### config.mk
export PLATFORM = sky130hd
export DESIGN_NAME = morse_receiver_flat
export DESIGN_NICKNAME = d
export VERILOG_FILES = /design/src/rtl/morse_receiver_if.sv /design/src/rtl/morse_receiver.sv /design/src/flat_wrapper.sv
export SDC_FILE = /design/constraint.sdc
export NUM_CORES = 1
export LEC_CHECK = 0
export ABC_AREA = 1
export CAP_MARGIN = 20
export CORE_MARGIN = 5
export CORE_UTILIZATION = 55
export DETAILED_ROUTE_END_ITERATION = 16
export PLACE_DENSITY = 0.78
export SETUP_SLACK_MARGIN = 0.15
export SLEW_MARGIN = 20
export SYNTH_ARGS = -nofsm -noshare
export SYNTH_HDL_FRONTEND = slang
export SYNTH_SLANG_ARGS = --single-unit
### constraint.sdc
create_clock -name ClockIn -period 1.6 [get_ports ClockIn]
set_input_delay 0.16 -clock ClockIn [delete_from_list [all_inputs] [get_ports ClockIn]]
set_output_delay 0.16 -clock ClockIn [all_outputs]
set_load 0.005 [all_outputs]
### src/rtl/morse_receiver_if.sv
// Serial Morse line from the transmitter plus decoded letter/status returned by the receiver.
interface morse_receiver_if;
   logic        FrameStart;
   logic        NewBitIn;
   logic        DotDashIn;
   logic [2:0]  LetterOut;
   logic        LetterValid;
   logic        ErrorOut;
   logic        Busy;
   logic [11:0] PatternOut;

   modport master (
      output FrameStart, NewBitIn, DotDashIn,
      input  LetterOut, LetterValid, ErrorOut, Busy, PatternOut
   );

   modport slave (
      input  FrameStart, NewBitIn, DotDashIn,
      output LetterOut, LetterValid, ErrorOut, Busy, PatternOut
   );
endinterface

### src/rtl/morse_receiver.sv
// Rebuilds a 12-bit dot/dash frame from the transmitter line and decodes it to a letter code A..H.
// The line is sampled one cycle after each FrameStart/NewBitIn event; a stalled line aborts the frame.
module morse_receiver #(
   parameter int CLOCK_FREQUENCY = 500,
   parameter int TIMEOUT_CYCLES  = CLOCK_FREQUENCY
) (
   input  logic            ClockIn,
   input  logic            Reset,
   morse_receiver_if.slave rx
);
   // Counter is sized to hold at least a full bit slot so short timeouts still cover one slot.
   localparam int SLOT_CYCLES = CLOCK_FREQUENCY / 2;
   localparam int TMO_SPAN    = (TIMEOUT_CYCLES > SLOT_CYCLES) ? TIMEOUT_CYCLES : SLOT_CYCLES;
   localparam int TW          = (TMO_SPAN > 1) ? $clog2(TMO_SPAN) : 1;
   localparam logic [TW-1:0] TMO_LIMIT = TW'(TIMEOUT_CYCLES - 1);

   typedef enum logic [1:0] {IDLE, RECV, DECODE} state_t;

   state_t        state, state_nxt;
   logic          pending, pending_nxt;
   logic [3:0]    bit_cnt, bit_cnt_nxt;
   logic [TW-1:0] tmo_cnt, tmo_cnt_nxt;
   logic [11:0]   shift_q, shift_nxt;
   logic [11:0]   pattern_q, pattern_nxt;
   logic [2:0]    letter_q, letter_nxt;
   logic          valid_q, valid_nxt;
   logic          error_q, error_nxt;
   logic          hit;
   logic [2:0]    code;

   always_comb begin
      hit  = 1'b1;
      code = 3'd0;
      case (shift_q)
         12'b101110000000: code = 3'd0;
         12'b111010101000: code = 3'd1;
         12'b111010111010: code = 3'd2;
         12'b111010100000: code = 3'd3;
         12'b100000000000: code = 3'd4;
         12'b101011101000: code = 3'd5;
         12'b111011101000: code = 3'd6;
         12'b101010100000: code = 3'd7;
         default:          hit  = 1'b0;
      endcase
   end

   always_ff @(posedge ClockIn or posedge Reset) begin
      if (Reset) begin
         state     <= IDLE;
         pending   <= 1'b0;
         bit_cnt   <= '0;
         tmo_cnt   <= '0;
         shift_q   <= '0;
         pattern_q <= '0;
         letter_q  <= '0;
         valid_q   <= 1'b0;
         error_q   <= 1'b0;
      end else begin
         state     <= state_nxt;
         pending   <= pending_nxt;
         bit_cnt   <= bit_cnt_nxt;
         tmo_cnt   <= tmo_cnt_nxt;
         shift_q   <= shift_nxt;
         pattern_q <= pattern_nxt;
         letter_q  <= letter_nxt;
         valid_q   <= valid_nxt;
         error_q   <= error_nxt;
      end
   end

   always_comb begin
      state_nxt   = state;
      pending_nxt = pending;
      bit_cnt_nxt = bit_cnt;
      tmo_cnt_nxt = tmo_cnt;
      shift_nxt   = shift_q;
      pattern_nxt = pattern_q;
      letter_nxt  = letter_q;
      valid_nxt   = 1'b0;
      error_nxt   = 1'b0;

      // FrameStart restarts capture from any state, silently dropping a partial frame.
      if (rx.FrameStart) begin
         state_nxt   = RECV;
         pending_nxt = 1'b1;
         bit_cnt_nxt = '0;
         tmo_cnt_nxt = '0;
      end else begin
         case (state)
            RECV: begin
               if (pending) begin
                  shift_nxt   = {shift_q[10:0], rx.DotDashIn};
                  bit_cnt_nxt = bit_cnt + 4'd1;
                  tmo_cnt_nxt = '0;
                  pending_nxt = rx.NewBitIn;
                  if (bit_cnt == 4'd11) begin
                     state_nxt   = DECODE;
                     pending_nxt = 1'b0;
                  end
               end else begin
                  if (rx.NewBitIn)
                     pending_nxt = 1'b1;
                  if (tmo_cnt == TMO_LIMIT) begin
                     error_nxt   = 1'b1;
                     state_nxt   = IDLE;
                     pending_nxt = 1'b0;
                     bit_cnt_nxt = '0;
                     tmo_cnt_nxt = '0;
                  end else begin
                     tmo_cnt_nxt = tmo_cnt + 1'b1;
                  end
               end
            end
            DECODE: begin
               state_nxt   = IDLE;
               pattern_nxt = shift_q;
               bit_cnt_nxt = '0;
               if (hit) begin
                  letter_nxt = code;
                  valid_nxt  = 1'b1;
               end else begin
                  error_nxt  = 1'b1;
               end
            end
            default: ;
         endcase
      end
   end

   assign rx.Busy        = (state != IDLE);
   assign rx.LetterOut   = letter_q;
   assign rx.LetterValid = valid_q;
   assign rx.ErrorOut    = error_q;
   assign rx.PatternOut  = pattern_q;
endmodule
### src/flat_wrapper.sv
// flat-port wrapper written by rule: the top's interface ports become plain ports
module morse_receiver_flat 
#(
   parameter int CLOCK_FREQUENCY = 500,
   parameter int TIMEOUT_CYCLES  = CLOCK_FREQUENCY
)
  (ClockIn, Reset, rx_FrameStart, rx_NewBitIn, rx_DotDashIn, rx_LetterOut, rx_LetterValid, rx_ErrorOut, rx_Busy, rx_PatternOut);
  morse_receiver_if rx_i ();
  input  logic ClockIn;
  input  logic Reset;
  input wire logic [$bits(rx_i.FrameStart)-1:0] rx_FrameStart;
  input wire logic [$bits(rx_i.NewBitIn)-1:0] rx_NewBitIn;
  input wire logic [$bits(rx_i.DotDashIn)-1:0] rx_DotDashIn;
  output wire logic [$bits(rx_i.LetterOut)-1:0] rx_LetterOut;
  output wire logic [$bits(rx_i.LetterValid)-1:0] rx_LetterValid;
  output wire logic [$bits(rx_i.ErrorOut)-1:0] rx_ErrorOut;
  output wire logic [$bits(rx_i.Busy)-1:0] rx_Busy;
  output wire logic [$bits(rx_i.PatternOut)-1:0] rx_PatternOut;
  assign rx_i.FrameStart = rx_FrameStart;
  assign rx_i.NewBitIn = rx_NewBitIn;
  assign rx_i.DotDashIn = rx_DotDashIn;
  assign rx_LetterOut = rx_i.LetterOut;
  assign rx_LetterValid = rx_i.LetterValid;
  assign rx_ErrorOut = rx_i.ErrorOut;
  assign rx_Busy = rx_i.Busy;
  assign rx_PatternOut = rx_i.PatternOut;
  morse_receiver #(.CLOCK_FREQUENCY(CLOCK_FREQUENCY), .TIMEOUT_CYCLES(TIMEOUT_CYCLES)) u_core (.ClockIn(ClockIn), .Reset(Reset), .rx(rx_i));
endmodule
==> run summary <==
Fin Setup TNS - 0 ns
met1 wire length - 2.17 mm
Residual DRC - 0
Net Switching - 1500 µW
row count - 23
Die H - 73.6 µm
Seq pwr share - 40.6%
DR pass1 iterations - 4
RSZ-0062 raised after global routing - true
Period Utilization, post-route - 92.1%
CP max stage cell - dfrtp_1
Worst Max-Slew Pin Slew - 0.423 ns
final core utilization - 75.1%
clk sinks - 45
first-pass GRT wire length - 7.73 mm
CTS tree - built
vias per inst - 5.30
Final GP Congestion - 0.875
die area - 5410 µm²
CP Buf/Inv Count - 1
vias post-DR - 1938
Clk pwr share - 20.7%
Reg-to-Reg End - u_core.bit_cnt[3]
Synth cell types - 28
critical path depth - 8
core area - 3970 µm²
Rel. slew slack - 71.7%
Comb pwr share - 38.6%
outcome - finished clean
Reg2Reg Depth - 8
global route overflow - 0
post-DR wirelength/cell - 13.6 µm
worst skew pair latency - 0.30 ns
Gate Count Post-Synth - 270
Post-Syn Area - 2220 µm²
Initial Util - 56.0%
Inserted Clock Buffers - 5
top cell types by occurrence after synthesis - nand2_1, dfrtp_1, inv_1
Final Skew - 0.0119 ns
Top delay family on crit path - simple AND/OR/NAND/NOR gates
initial antenna violation count - 0
most common cell in the synthesized netlist - nand2_1
share of cells above drive strength 1 - 29.4%
max incr delay on CP - 0.43 ns
Synth area leaders - dfrtp_1, nand2_1, o21ai_0
CP endpoint - u_core.bit_cnt[3]
# IOs - 23
uppermost layer routed - met4
clk root buf - clkbuf_8
H-tree level count - 2
DRT Wirelength - 4.99 mm
required time of the worst setup path - 1.78 ns
crit path time final - 1.47 ns
cell accounting for the most synthesized area - dfrtp_1
Setup crit start kind - flop
Pwr per Cell Area - 1420 nW/µm²
CP Class - reg -> reg
DR WL met3 - 181 µm
critical-path cell list - ha_4 -> inv_2 -> nor3_4 -> nand3_2 -> nand3_4 -> nand2_4 -> nand2_2 -> o21ai_2
Post-synth ARST share - 100%
post-synth top area share - 50.7%
final setup violation count - 0
largest net degree at the start of global routing - 46
Area Growth Syn to Fin - 34.3%
worst hold-check path type - in -> async
Slew Viols, Final - 0
hold slack final - 0.203 ns
Placed Cells - 345
Total GRT Usage - 18.2%
Yosys reg bits - 45
Non-Filler Instances - 366
Worst setup EP type - flop
Avg Cell Area, Syn - 8.23 µm²
number of synthesized flops with an enable pin - 0
Peak Freq - 0.679 GHz
Initial DRC Count - 167
number of port buffers - 22
leak pwr - 0.00135 µW
chip width - 73.6 µm
crit path from - u_core.tmo_cnt[1]
internal power - 2740 µW
reg2reg start - u_core.tmo_cnt[1]
Antenna Nets Post-Route - 0
vias in the first global route - 1770
internal reg-to-reg setup slack - 0.13 ns
final hold violations - 0
number of antenna diodes - 0
post-synthesis sequential area ratio - 50.7%
Max-cap violations - 0
critical path data arrival time - 1.66 ns
YS warnings - 0
CP max FO - 6
routed wl met2 - 2.55 mm
Max Root-Sink Buffers - 2
Max VDD drop - 0.00106 V
DP HPWL - 3.11 mm
clock slew at reported path FFs - 0.09 ns
most frequently used flop master after synthesis - dfrtp_1
Mapped Nets - 280
layout net count - 325
Sw Ratio - 35.4%
-- routing by layer --
metal	GRT usage (%)	vias to the layer above
met5	0	-
met4	6.64	0
met1	24.4	936
met3	3.42	9
li1	-	956
met2	29.2	37
-- how the worst min path moves through the flow --
stage	end	from	cells past startpoint
final	u_core.tmo_cnt[7]	Reset	3
after global routing	u_core.tmo_cnt[7]	Reset	3
after CTS	u_core.tmo_cnt[5]	Reset	3
after detailed placement	u_core.rx.LetterOut[2]	u_core.rx.LetterOut[2]	2
after global placement	u_core.rx.PatternOut[11]	u_core.rx.PatternOut[11]	2
after floorplan	u_core.tmo_cnt[1]	rx_FrameStart	1
-- placed cells by master (no fill, tap or decap), types with 7 or more instances in the layout --
| cell | n |
|---|---|
| nand2_1 | 62 |
| dfrtp_1 | 43 |
| o21ai_0 | 23 |
| clkdlybuf4s50_1 | 21 |
| nor2_1 | 17 |
| inv_1 | 15 |
| inv_2 | 15 |
| nand3_1 | 14 |
| buf_4 | 14 |
| nand2_2 | 12 |
| nand3_2 | 8 |
| o21ai_1 | 8 |
| nor2_4 | 7 |
-- cell type report --
type	count	area, µm²
Clock buffer	7	86.3
Clock inverter	1	30.0
Fill cell	276	987
Inverter	32	123
Multi-Input combinational cell	189	1140
Sequential cell	45	1130
Tap cell	50	62.6
Timing Repair Buffer	42	418
-- tightest hold or removal path, delay by kind of cell --
family	cells	cell delay, ns
buf+inv	3	0.72
-- metrics by stage --
| step | cell area, µm² | setup slack [ns] | power (µW) |
|---|---|---|---|
| 2_1_floorplan | 2220 | 0.195 | 2410 |
| 3_3_place_gp | 2560 | 0.0853 | 2910 |
| 3_5_place_dp | 2560 | 0.0298 | 2960 |
| 4_1_cts | 2730 | 0.140 | 3880 |
| 5_1_grt | 2980 | 0.0597 | 4520 |
| 6_report | 2980 | 0.126 | 4230 |
-- repair_timing --
item	4_1_cts	5_1_grt
gates resized for setup	6	61
hold buffers	0	0
pin swaps	0	17
endpoints found under the setup margin	13	42
setup buffers	4	9
-- registers in the layout, indices dropped and copies added, names as in the netlist --
register and cells:
u_core.tmo_cnt 9, u_core.state 2, u_core.rx.PatternOut 12, u_core.shift_q 12, u_core.rx.ErrorOut 1, u_core.pending 1
u_core.bit_cnt 4, u_core.rx.LetterOut 3, u_core.rx.LetterValid 1
-- logic make-up (layout without fill, tap and decap cells) --
kind of cell	after synthesis	in the layout	synth area share [%]
AOI/OAI and AO/OA	41	41	9.57
xor gates and xnor gates	5	5	1.97
adders and majority gates	5	5	2.82
buffers and inverters	36	82	6.36
DFF	45	45	50.7
and+or+nand+nor	138	138	28.6
-- power by group through the flow --
stage	clock (µW)	combinational, µW	sequential, µW
6_report	877	1630	1720
5_1_grt	935	1810	1770
4_1_cts	889	1310	1680
3_5_place_dp	0	1250	1710
3_3_place_gp	0	1220	1690
2_1_floorplan	0	736	1680
Note: power is estimated with default switching activity, not from simulation.
